[config.mk]
export PLATFORM = sky130hd
export DESIGN_NAME = tree_walker
export DESIGN_NICKNAME = d
export VERILOG_FILES = /design/src/rtl/tree_walker.sv
export SDC_FILE = /design/constraint.sdc
export NUM_CORES = 1
export LEC_CHECK = 0
export ABC_CLOCK_PERIOD_IN_PS = 4300
export CAP_MARGIN = 15
export CORE_MARGIN = 1.5
export CORE_UTILIZATION = 35
export CTS_CLUSTER_SIZE = 14
export DETAILED_ROUTE_END_ITERATION = 12
export DONT_BUFFER_PORTS = 1
export GPL_TIMING_DRIVEN = 0
export SLEW_MARGIN = 10
export SYNTH_ARGS = -nofsm -noshare
export SYNTH_HDL_FRONTEND = slang
export SYNTH_SLANG_ARGS = --single-unit
[constraint.sdc]
create_clock -name clk -period 4.3 [get_ports clk]
set_clock_uncertainty 0.2 [all_clocks]
set_input_delay 0.43 -clock clk [delete_from_list [all_inputs] [get_ports clk]]
set_output_delay 0.43 -clock clk [all_outputs]
set_load 0.02 [all_outputs]
[src/rtl/tree_walker.sv]
// Walks a configurable node tree one field token at a time, reporting the matched
// node, the resulting nesting level and an error code for every token.
module tree_walker #(
    parameter int ID_W         = 8,
    parameter int ADDR_W       = 8,
    parameter int NUM_NODES    = 16,
    parameter int MAX_CHILDREN = 4,
    parameter int MAX_DEPTH    = 4
) (
    input  logic                             clk,
    input  logic                             rst_n,
    input  logic                             cfg_we,
    input  logic [ADDR_W-1:0]                cfg_addr,
    input  logic [ID_W-1:0]                  cfg_id,
    input  logic [MAX_CHILDREN*ADDR_W-1:0]   cfg_children,
    input  logic                             walk_clr,
    input  logic                             tok_valid,
    output logic                             tok_ready,
    input  logic [ID_W-1:0]                  tok_id,
    input  logic [1:0]                       tok_kind,
    output logic                             out_valid,
    input  logic                             out_ready,
    output logic [ADDR_W-1:0]                out_node,
    output logic [$clog2(MAX_DEPTH+1)-1:0]   out_level,
    output logic [1:0]                       out_kind,
    output logic [1:0]                       out_err,
    output logic                             busy
);

    localparam int LVL_W  = $clog2(MAX_DEPTH + 1);
    localparam int IDX_W  = $clog2(NUM_NODES);
    localparam int SLOT_W = $clog2(MAX_CHILDREN);
    localparam int KCNT_W = $clog2(MAX_CHILDREN + 1);
    localparam int STK_W  = $clog2(MAX_DEPTH);

    localparam logic [1:0] KIND_LEAF  = 2'd0;
    localparam logic [1:0] KIND_OPEN  = 2'd1;
    localparam logic [1:0] KIND_CLOSE = 2'd2;
    localparam logic [1:0] KIND_BAD   = 2'd3;

    localparam logic [1:0] ERR_OK    = 2'd0;
    localparam logic [1:0] ERR_MISS  = 2'd1;
    localparam logic [1:0] ERR_OVER  = 2'd2;
    localparam logic [1:0] ERR_UNDER = 2'd3;

    typedef enum logic [1:0] {
        IDLE    = 2'd0,
        SCAN    = 2'd1,
        RESOLVE = 2'd2,
        EMIT    = 2'd3
    } state_t;

    state_t state, state_next;

    logic [ID_W-1:0]                node_id       [NUM_NODES];
    logic [MAX_CHILDREN*ADDR_W-1:0] node_children [NUM_NODES];
    logic [ADDR_W-1:0]              stack         [MAX_DEPTH];

    logic [ADDR_W-1:0] cur, cur_next;
    logic [LVL_W-1:0]  depth, depth_next;
    logic [KCNT_W-1:0] k, k_next;
    logic [ID_W-1:0]   tok_id_q;
    logic [1:0]        tok_kind_q;

    logic                       accept;
    logic                       push;
    logic                       capture;
    logic [ADDR_W-1:0]          res_node;
    logic [1:0]                 res_err;
    logic [MAX_CHILDREN*ADDR_W-1:0] cur_row;
    logic [ADDR_W-1:0]          child;
    logic                       child_hit;
    logic                       slot_miss;

    assign tok_ready = rst_n && (state == IDLE) && !walk_clr;
    assign accept    = tok_valid && tok_ready;
    assign out_valid = (state == EMIT);
    assign busy      = (state != IDLE);

    // Node table has no reset; writes are only honoured between tokens.
    always_ff @(posedge clk) begin
        if (cfg_we && state == IDLE && cfg_addr < ADDR_W'(NUM_NODES)) begin
            node_id[cfg_addr[IDX_W-1:0]]       <= cfg_id;
            node_children[cfg_addr[IDX_W-1:0]] <= cfg_children;
        end
    end

    assign cur_row   = node_children[cur[IDX_W-1:0]];
    assign child     = (k < KCNT_W'(MAX_CHILDREN)) ? cur_row[k[SLOT_W-1:0]*ADDR_W +: ADDR_W] : '0;
    assign slot_miss = (child == '0);
    assign child_hit = !slot_miss && (child < ADDR_W'(NUM_NODES)) &&
                       (node_id[child[IDX_W-1:0]] == tok_id_q);

    always_ff @(posedge clk or negedge rst_n) begin
        if (!rst_n) begin
            state <= IDLE;
        end else begin
            state <= state_next;
        end
    end

    always_comb begin
        state_next = state;
        k_next     = k;
        depth_next = depth;
        cur_next   = cur;
        push       = 1'b0;
        capture    = 1'b0;
        res_node   = '0;
        res_err    = ERR_OK;
        case (state)
            IDLE: begin
                if (accept) begin
                    k_next     = '0;
                    state_next = (tok_kind == KIND_CLOSE || tok_kind == KIND_BAD) ? RESOLVE : SCAN;
                end else if (walk_clr) begin
                    depth_next = '0;
                    cur_next   = '0;
                end
            end
            SCAN: begin
                if (child_hit) begin
                    capture    = 1'b1;
                    res_node   = child;
                    state_next = EMIT;
                    if (tok_kind_q == KIND_OPEN) begin
                        if (depth == LVL_W'(MAX_DEPTH)) begin
                            res_err = ERR_OVER;
                        end else begin
                            push       = 1'b1;
                            depth_next = depth + LVL_W'(1);
                            cur_next   = child;
                        end
                    end
                end else if (slot_miss) begin
                    capture    = 1'b1;
                    res_err    = ERR_MISS;
                    state_next = EMIT;
                end else begin
                    k_next = k + KCNT_W'(1);
                end
            end
            RESOLVE: begin
                capture    = 1'b1;
                state_next = EMIT;
                if (tok_kind_q == KIND_BAD || depth == '0) begin
                    res_err = ERR_UNDER;
                end else begin
                    res_node   = cur;
                    depth_next = depth - LVL_W'(1);
                    cur_next   = stack[depth_next[STK_W-1:0]];
                end
            end
            EMIT: begin
                if (out_ready) begin
                    state_next = IDLE;
                end
            end
            default: state_next = IDLE;
        endcase
    end

    // Walk pointers, path stack and the result registers held through EMIT.
    always_ff @(posedge clk or negedge rst_n) begin
        if (!rst_n) begin
            cur        <= '0;
            depth      <= '0;
            k          <= '0;
            tok_id_q   <= '0;
            tok_kind_q <= '0;
            out_node   <= '0;
            out_level  <= '0;
            out_kind   <= '0;
            out_err    <= '0;
            for (int i = 0; i < MAX_DEPTH; i++) begin
                stack[i] <= '0;
            end
        end else begin
            cur   <= cur_next;
            depth <= depth_next;
            k     <= k_next;
            if (accept) begin
                tok_id_q   <= tok_id;
                tok_kind_q <= tok_kind;
            end
            if (push) begin
                stack[depth[STK_W-1:0]] <= cur;
            end
            if (capture) begin
                out_node  <= res_node;
                out_level <= depth_next;
                out_kind  <= tok_kind_q;
                out_err   <= res_err;
            end
        end
    end

endmodule

==> results_dict.tcl, run 1 <==
set metrics [dict create \
    outcome "finished, violations left" \
    violations "negative setup slack" \
    setup_viol 63 \
    ys_seq_elements 713 \
    die_area_sq_um 84300 \
    cts_tree "built" \
    worstHoldStart "tok_valid" \
    r2r-end "stack[7]$_DFFE_PN0P_" \
    viasPerCell 5.49 \
    yosys-top-cells-count "edfxtp_1, mux4_2, dfrtp_1, nand2_1, mux2i_1" \
    worstSetupStartpointType "register" \
    maxSlewHeadroom_pct 34.3 \
    clock_latency_ps 630 \
    grt_pass1_wl_microns 112000 \
    yosysMostFrequentCell "edfxtp_1" \
    avgSynthCellArea_sq_um 19.2 \
    drive_gt1_share_pct 31.5 \
    drv_cap 0 \
    max_freq_ghz 0.194 \
    cp_common_cell "buf_12" \
    grt_max_degree 74 \
    ir_worst_vdd_uv 439 \
    cts.clk_slew.worst_paths_ps 60 \
    hold_end "k[0]$_DFFE_PN0P_" \
    antenna_found_initial 6 \
    slew_violations 0 \
    drt-total-wl_microns 75900 \
    crit_required_ps 4600 \
    antenna_left 0 \
    overflow 0 \
    critPathArrivalTime_ps 5440 \
    place_ws_ps -1950 \
    netlist_area_sq_um 28900 \
    holdPathStages 4 \
    syn_inst 1503 \
    cts_buffer_depth 3 \
    start_util_pct 35.3 \
    fin_crit_sh_pct 120 \
    cts_sinks 713 \
    synthFlopType "edfxtp_1" \
    whs_ps 201 \
    grt_pass1_vias 16404 \
    layout_setup_ws_ps -843 \
    critical-path-max-stage-delay_ps 530 \
    cp_slowest_cell "a31oi_1" \
    drtIter0Drc 1417 \
    min_period_ps 5140 \
    root_buffer "clkbuf_16" \
    vias 15764 \
    max_slew.worst_pin.slew_ps 986 \
    die_y_microns 290 \
    r2r_setup_slack_ps -840 \
    die_w_microns 290 \
    fill_cells 6989 \
    p_leak_uw 0.0117 \
    cp-end-kind "register" \
    async_reset_ff_share_pct 10.2 \
    gp_congestion 0.845 \
    synth_area_leaders "edfxtp_1, mux4_2, dfrtp_1" \
    p_per_area_nw_per_um2 667 \
    r2r.worst_path.cells 18 \
    critical_path_buf_inv_count 5 \
    finalHoldViolCount 0 \
    power_uw 23700 \
    cp_top_family "compound AO/OA/AOI/OAI gates" \
    synth-edff-count 640 \
    final_nets 1813 \
    firstDrtPassIters 6 \
    ios 82 \
    synth_nets 1578 \
    hold_class "primary input to register" \
    numCtsBuffers 76 \
    yosysUniqueCellTypes 81 \
    rsz0062_at_grt "true" \
    synthToLayoutAreaGrowth_pct 22.8 \
    htreeDepth 3 \
    std_cell_rows 105 \
    r2r_start "cur[2]$_DFFE_PN0P_" \
    hpwl_microns 48700 \
    timing_worst_setup_path_type "register to register" \
    grt_usage_pct 18.1 \
    yosysWarnings 0 \
    utilization_pct 43.3 \
    wire_per_inst_microns 26.5 \
    crit_fanout 10 \
    cp_cell_sequence "buf_8 > buf_12 > buf_12 > buf_12 > nor2b_1 > a22oi_1 > nand2_1 > o211ai_1 > o21ai_2 > a31oi_1 > a21oi_1 > o21a_1 > a2111oi_4 > nand4_1 > nor2_4 > buf_12 > nand4_4 > mux2_4" \
    core_sq_um 81800 \
    seq_area_frac_synth_pct 72.9 \
    drcViolationCount 0 \
    synth_top_area_share_pct 66.5 \
    portBuffers 0 \
    synth_area_leader_cell "edfxtp_1" \
]
[cell type report]
class	instances	area [sq um]	area share, %
plain buffers	77	733	2.07
clock buffers	101	2020	5.68
diodes	1	2.50	0.00705
inverters	26	101	0.286
well taps	1070	1340	3.77
multi-input cells	685	7860	22.2
flip-flops and latches	713	21000	59.3
clock inverters	37	299	0.843
repair buffers	159	2080	5.86
[what timing repair did]
item | 4_1_cts | 5_1_grt
hold buffers | 57 | 0
buffers inserted | 54 | 6
setup endpoints to repair | 63 | 63
resized for setup | 140 | 24
hold endpoints to repair | 795 | 0
pin swaps | 28 | 14
[through the flow]
stage | instances | cell area [sq um] | setup TNS (ps)
after detailed placement | 2614 | 31400 | -114370
after floorplan | 1503 | 29100 | -7220
after CTS | 2861 | 35300 | -45940
final | 2869 | 35500 | -48070
after global placement | 2573 | 30400 | -1279290
after global routing | 2868 | 35500 | -59070
[worst register-to-register path, stage by stage (launching register included)]
cell and delay, ps:
dfrtp_2 440, buf_8 150, buf_12 150, buf_12 150, buf_12 170, nor2b_1 150
a22oi_1 230, nand2_1 80, o211ai_1 520, o21ai_2 190, a31oi_1 530, a21oi_1 170
o21a_1 260, a2111oi_4 380, nand4_1 280, nor2_4 200, buf_12 140, nand4_4 240
mux2_4 380
[layer usage]
metal / share of wire, % / GRT usage, % / up-vias
met5: 0.11 / 0 / -
met4: 2.7 / 5.84 / 12
met3: 7.2 / 4.18 / 152
met2: 49 / 29.4 / 584
met1: 41 / 24.0 / 8349
li1: - / - / 6667
[logic make-up (layout without fill, tap and decap cells)]
kind of cell	after synthesis	after routing	share of synthesized area, %
AOI/OAI and AO/OA	196	196	5.07
xor gates and xnor gates	2	2	0.0607
adders and majority gates	11	11	0.476
buffers and inverters	105	400	1.96
DFF	713	713	72.9
muxes	274	274	15.8
other	0	1	0
and+or+nand+nor	202	202	3.76
[worst max path at each step]
stage          slack, ps                             to  cells after the start                 start
2_1_floorplan       -220             cur[0]$_DFFE_PN0P_                     17    cur[0]$_DFFE_PN0P_
3_3_place_gp       -2130  node_children[5][7]$_DFFE_PP_                      6  state[0]$_DFFE_PN0P_
3_5_place_dp       -1950          stack[23]$_DFFE_PN0P_                     16    cur[2]$_DFFE_PN0P_
4_1_cts             -820           stack[7]$_DFFE_PN0P_                     18    cur[0]$_DFFE_PN0P_
5_1_grt            -1030           stack[7]$_DFFE_PN0P_                     18    cur[0]$_DFFE_PN0P_
6_report            -840           stack[7]$_DFFE_PN0P_                     18    cur[2]$_DFFE_PN0P_
[report_power, final]
group	switching, uW	leakage [uW]	internal [uW]	total [uW]
sequential	258	0.00673	7710	7970
combinational	5350	0.00384	4230	9580
clock	2690	0.00112	3450	6130
[layout by cell type, fill, tap and decap left out, types with 24 or more instances in the layout]
cell	instances
dfrtp_1	72
inv_1	24
mux2_4	33
mux2_2	41
buf_12	27
o21ai_0	25
mux2i_1	57
mux4_2	137
nand2_1	70
a22oi_1	29
buf_4	54
clkbuf_16	76
dlygate4sd3_1	56
edfxtp_1	640
clkbuf_1	34
buf_6	33
[state kept, by name, summed over array words and instances (netlist names)]
| name | flops |
|---|---|
| out_err | 2 |
| tok_kind_q | 2 |
| tok_id_q | 8 |
| out_kind | 2 |
| node_id | 128 |
| state | 2 |
| stack | 32 |
| cur | 8 |
| out_level | 3 |
| node_children | 512 |
| k | 3 |
| out_node | 8 |
| depth | 3 |
(Power assumes the default switching activity.)
==> inputs of run 2 (changes only) <==
--- a/config.mk
+++ b/config.mk
@@ -9,10 +9,12 @@
 export CAP_MARGIN = 15
 export CORE_MARGIN = 1.5
 export CORE_UTILIZATION = 35
+export CTS_BUF_LIST = sky130_fd_sc_hd__clkbuf_2 sky130_fd_sc_hd__clkbuf_4 sky130_fd_sc_hd__clkbuf_8
 export CTS_CLUSTER_SIZE = 14
 export DETAILED_ROUTE_END_ITERATION = 12
 export DONT_BUFFER_PORTS = 1
 export GPL_TIMING_DRIVEN = 0
+export HOLD_SLACK_MARGIN = 0.06
 export SLEW_MARGIN = 10
 export SYNTH_ARGS = -nofsm -noshare
 export SYNTH_HDL_FRONTEND = slang
==> run 2 against run 1 <==
Against the previous run: the run still ends with negative setup slack left; fmax decreased by 1.7%; routed wire length increased by 1.1%; combinational power about the same; design area decreased by 0.24%; sequential power about the same; utilization decreased by 0.10 points; final cell count increased by 2.1%.
==> results_dict.tcl, run 2 (synthesized netlist as in run 1, its figures left out) <==
set metrics [dict create \
    clock_latency_ps 760 \
    ir_worst_vdd_uv 355 \
    gp_congestion 0.845 \
    worstSetupStartpointType "register" \
    design_area_sq_um 35400 \
    hold_class "primary input to register" \
    worstHoldStart "cfg_addr[2]" \
    start_util_pct 35.3 \
    drt-total-wl_microns 76800 \
    drtIter0Drc 1575 \
    crit_start "cur[0]$_DFFE_PN0P_" \
    cp-end-kind "register" \
    layout_setup_ws_ps -930 \
    cts.clk_slew.worst_paths_ps 60 \
    setup_viol 63 \
    cts_sinks 713 \
    cp_slowest_cell "a222oi_1" \
    min_period_ps 5230 \
    die_y_microns 290 \
    crit_required_ps 4670 \
    outcome "finished, violations left" \
    firstDrtPassIters 8 \
    cts_buffer_depth 3 \
    std_cell_rows 105 \
    final_common_cell "edfxtp_1" \
    r2r_start "cur[0]$_DFFE_PN0P_" \
    grt_pass1_vias 16621 \
    die_area_sq_um 84300 \
    r2r-end "stack[7]$_DFFE_PN0P_" \
    rsz0062_at_grt "true" \
    drv_cap 0 \
    grt_usage_pct 18.2 \
    grt_pass1_wl_microns 112000 \
    crit_fanout 8 \
    timing_worst_setup_path_type "register to register" \
    cp_cell_sequence "buf_8 > buf_12 > mux4_2 > mux4_2 > o22ai_4 > o32ai_4 > buf_6 > nand2_8 > buf_8 > nand2_2 > a311o_1 > a222oi_1 > xnor2_1 > nand4_1 > nor2_4 > buf_12 > nand4_4 > mux2_4" \
    htreeDepth 3 \
    whs_ps 131 \
    layout_common_cells "edfxtp_1, mux4_2, clkbuf_8" \
    placed_cell_area_sq_um 31400 \
    overflow 0 \
    cts_tree "built" \
    wire_per_inst_microns 26.2 \
    finalHoldViolCount 0 \
    critPathArrivalTime_ps 5600 \
    crit_end "stack[7]$_DFFE_PN0P_" \
    holdPathStages 2 \
    die_w_microns 290 \
    root_buffer "clkbuf_8" \
    max_freq_ghz 0.191 \
    drcViolationCount 0 \
    violations "negative setup slack" \
    grt_max_degree 52 \
    viasPerCell 5.45 \
    final_nets 1846 \
    p_per_area_nw_per_um2 657 \
    synthToLayoutAreaGrowth_pct 22.5 \
    fin_crit_sh_pct 122 \
    ios 82 \
    max_slew.worst_pin.slew_ps 963 \
    portBuffers 0 \
    antenna_found_initial 9 \
    drive_gt1_share_pct 34.7 \
    r2r.worst_path.cells 18 \
    antenna_left 0 \
    maxSlewHeadroom_pct 35.8 \
    hpwl_microns 48700 \
    critical-path-max-stage-delay_ps 600 \
    slew_violations 0 \
    r2r_setup_slack_ps -930 \
    largest_register_ffs 512 \
    vias 15969 \
    numCtsBuffers 113 \
    core_sq_um 81800 \
    p_leak_uw 0.0117 \
]
run 2: layout make-up:
type	instances	area, sq um
antenna	2	5.00
clock buffer	168	2000
tap	1070	1340
fill	7053	46500
sequential	713	21000
clock inverter	33	246
inverter	26	101
multi-input combinational	685	7880
buffer	76	707
timing repair buffer	156	2060
run 2: worst min path at each step:
stage	endpoint	slack (ps)
6_report	node_id[6][0]$_DFFE_PP_	130
5_1_grt	node_id[6][7]$_DFFE_PP_	120
4_1_cts	node_id[6][7]$_DFFE_PP_	90
3_5_place_dp	out_node[5]$_DFFE_PN0P_	-60
3_3_place_gp	stack[7]$_DFFE_PN0P_	-60
2_1_floorplan	cur[0]$_DFFE_PN0P_	-70
run 2: per-stage QoR:
step                      setup TNS [ps]  util [%]  cells  total power, uW  worst slack (ps)
after floorplan                    -7220         -   1503            13400              -215
after global placement          -1279290      37.2   2573            15800             -2130
after detailed placement         -114370      38.4   2614            15900             -1950
after CTS                         -47530      43.0   2915            22900              -877
after global routing              -58230      43.2   2928            24200             -1070
final                             -50340      43.2   2929            23200              -930
run 2: what timing repair did:
| item | in CTS | in global routing |
|---|---|---|
| buffers inserted | 41 | 12 |
| hold endpoints to repair | 857 | 0 |
| cloned | 1 | 0 |
| hold buffers | 61 | 0 |
| setup endpoints to repair | 63 | 63 |
| gates resized for setup | 124 | 37 |
| pin swaps | 19 | 15 |
run 2: critical path, delay by kind of cell, from the launching register on:
family / cells / cell delay [ps]
buffers and inverters: 5 / 750
muxes: 3 / 1380
DFF: 1 / 390
xor gates and xnor gates: 1 / 250
AOI/OAI and AO/OA: 4 / 1270
and+or+nand+nor: 5 / 770
run 2: layer usage:
layer / part of all wire, % / vias up / global-route usage (%) / wire length (microns)
met3: 7.5 / 132 / 4.63 / 5780
met1: 41 / 8417 / 23.7 / 31300
met4: 2.4 / 14 / 5.37 / 1810
met2: 49 / 662 / 29.9 / 37800
li1: - / 6744 / - / -
met5: 0.12 / - / 0 / 95
run 2: power breakdown:
group          internal, uW  leakage (uW)  switching, uW
Clock                  3100       0.00120           2630
Sequential             7710       0.00673            259
Combinational          4160       0.00380           5380
==> inputs of run 3 (changes only) <==
--- a/config.mk
+++ b/config.mk
@@ -6,13 +6,13 @@
 export NUM_CORES = 1
 export LEC_CHECK = 0
 export ABC_CLOCK_PERIOD_IN_PS = 4300
+export BUFFER_PORTS_ARGS = -buffer_cell sky130_fd_sc_hd__buf_2
 export CAP_MARGIN = 15
 export CORE_MARGIN = 1.5
 export CORE_UTILIZATION = 35
 export CTS_BUF_LIST = sky130_fd_sc_hd__clkbuf_2 sky130_fd_sc_hd__clkbuf_4 sky130_fd_sc_hd__clkbuf_8
 export CTS_CLUSTER_SIZE = 14
 export DETAILED_ROUTE_END_ITERATION = 12
-export DONT_BUFFER_PORTS = 1
 export GPL_TIMING_DRIVEN = 0
 export HOLD_SLACK_MARGIN = 0.06
 export SLEW_MARGIN = 10
==> run 3 against run 2 <==
Against the previous run: the run still ends with negative setup slack left; sequential power down 0.9%; fmax grew 0.87%; critical endpoint is now out_node[1]$_DFFE_PN0P_; critical path depth rose by 1; largest power group unchanged; clock power is 2% higher; combinational power is 2% higher; utilization is 0.32 points higher; global-route usage hardly changed; power grew 0.96%.
==> results_dict.tcl, run 3 (synthesized netlist as in run 1, its figures left out) <==
set metrics [dict create \
    antenna_left 0 \
    slew_violations 0 \
    core_sq_um 81800 \
    r2r-end "out_node[1]$_DFFE_PN0P_" \
    drive_gt1_share_pct 36.6 \
    final_nets 1917 \
    rsz0062_at_grt "true" \
    min_period_ps 5190 \
    cp-end-kind "register" \
    vias 16259 \
    die_area_sq_um 84300 \
    largest_register_ffs 512 \
    std_cell_rows 105 \
    p_comb_share_pct 41.4 \
    fin_crit_sh_pct 121 \
    outcome "finished, violations left" \
    r2r.worst_path.cells 19 \
    start_util_pct 35.3 \
    clock_latency_ps 740 \
    r2r_start "cur[0]$_DFFE_PN0P_" \
    cp_slowest_cell "a222oi_1" \
    hpwl_microns 48600 \
    crit_end "out_node[1]$_DFFE_PN0P_" \
    p_int_uw 15200 \
    synthToLayoutAreaGrowth_pct 23.4 \
    critPathArrivalTime_ps 5560 \
    grt_pass1_wl_microns 113000 \
    crit_start "cur[0]$_DFFE_PN0P_" \
    utilization_pct 43.6 \
    cts_sinks 713 \
    violations "negative setup slack" \
    cp_cell_sequence "buf_8 > buf_4 > mux4_2 > mux4_2 > o22ai_4 > o32ai_4 > buf_6 > nand2_8 > buf_8 > nand2_2 > a311o_1 > a222oi_1 > xnor2_1 > buf_4 > and4_4 > a211oi_4 > nor2_4 > buf_8 > mux2_4" \
    net-switching-power_uw 8320 \
    portBuffers 81 \
    cts.clk_slew.worst_paths_ps 70 \
    grt_max_degree 46 \
    max_freq_ghz 0.193 \
    grt_pass1_vias 16777 \
    drcViolationCount 0 \
    tns_ps -48160 \
    viasPerCell 5.41 \
    grt_usage_pct 18.2 \
    die_w_microns 290 \
    finalHoldViolCount 0 \
    cts_buffer_depth 3 \
    p_leak_uw 0.0120 \
    wire_per_inst_microns 25.6 \
    drv_cap 0 \
    power_uw 23500 \
    htreeDepth 3 \
    r2r_setup_slack_ps -890 \
    gp_congestion 0.848 \
    layout_setup_ws_ps -885 \
    numCtsBuffers 112 \
    seqPwrFrac_pct 33.7 \
    ir_worst_vdd_uv 419 \
    crit_fanout 6 \
    whs_ps 162 \
    swShare_pct 35.4 \
    drtIter0Drc 1523 \
    p_per_area_nw_per_um2 658 \
    fill_cells 7024 \
    cts_tree "built" \
    timing_worst_setup_path_type "register to register" \
    cp_common_cell "buf_8" \
    final_common_cell "edfxtp_1" \
    drt-total-wl_microns 76900 \
    worstSetupStartpointType "register" \
    max_slew.worst_pin.slew_ps 979 \
    antenna_found_initial 8 \
    ios 82 \
    die_y_microns 290 \
    root_buffer "clkbuf_8" \
    layout_common_cells "edfxtp_1, mux4_2, clkbuf_8" \
    maxSlewHeadroom_pct 34.8 \
    hold_class "primary input to register" \
    overflow 0 \
    firstDrtPassIters 5 \
    critical-path-max-stage-delay_ps 690 \
    pwr-share-clk_pct 25.0 \
    setup_viol 63 \
    crit_required_ps 4680 \
]
==> run 3: worst min path at each step <==
stage | slack [ps] | end | depth (start not counted) | from
2_1_floorplan | -70 | cur[0]$_DFFE_PN0P_ | 0 | rst_n
3_3_place_gp | 280 | stack[11]$_DFFE_PN0P_ | 1 | stack[11]$_DFFE_PN0P_
3_5_place_dp | 200 | stack[7]$_DFFE_PN0P_ | 1 | rst_n
4_1_cts | 70 | k[0]$_DFFE_PN0P_ | 5 | tok_valid
5_1_grt | 130 | k[0]$_DFFE_PN0P_ | 5 | tok_valid
6_report | 160 | k[0]$_DFFE_PN0P_ | 5 | tok_valid
==> run 3: metal layers <==
metal	track usage, %	share of wire, %	vias up
li1	-	-	6897
met1	24.2	42	8519
met2	30.1	49	669
met3	3.72	6.7	162
met4	5.66	2.6	12
met5	0	0.12	-
==> run 3: power by group through the flow <==
stage | clock, uW | sequential [uW] | combinational (uW)
after floorplan | 0 | 8010 | 5400
after global placement | 0 | 8030 | 7920
after detailed placement | 0 | 8040 | 8010
after CTS | 5960 | 7900 | 9390
after global routing | 6260 | 7910 | 10200
final | 5860 | 7900 | 9710
==> run 3: through the flow <==
stage | area [sq um] | setup slack [ps] | std cells
global route | 35700 | -1030 | 3004
CTS | 35500 | -828 | 2995
floorplan | 29100 | -215 | 1503
global placement | 30800 | -2130 | 2654
finish | 35700 | -885 | 3004
detailed placement | 31800 | -2050 | 2695
==> run 3: layout make-up <==
class	instances	area [sq um]	share of cell area, %
plain buffers	76	722	2.02
diodes	2	5.00	0.0140
well taps	1070	1340	3.76
clock buffers	151	1880	5.29
inverters	26	101	0.284
flip-flops and latches	713	21000	59.0
repair buffers	228	2280	6.38
multi-input cells	685	7870	22.1
clock inverters	53	403	1.13
==> run 3: worst max-delay path, delay by kind of cell, from the launching register on <==
| family | cells | cell delay (ps) |
|---|---|---|
| xor gates and xnor gates | 1 | 230 |
| muxes | 3 | 1300 |
| AOI/OAI and AO/OA | 5 | 1400 |
| buffers and inverters | 6 | 910 |
| and+or+nand+nor | 4 | 570 |
| DFF | 1 | 370 |
==> run 3: what timing repair did <==
action | 4_1_cts | 5_1_grt
hold buffers | 58 | 0
buffers inserted | 39 | 12
setup endpoints to repair | 63 | 63
hold endpoints to repair | 732 | 0
gates cloned | 1 | 0
resized for setup | 135 | 34
pin swaps | 24 | 19
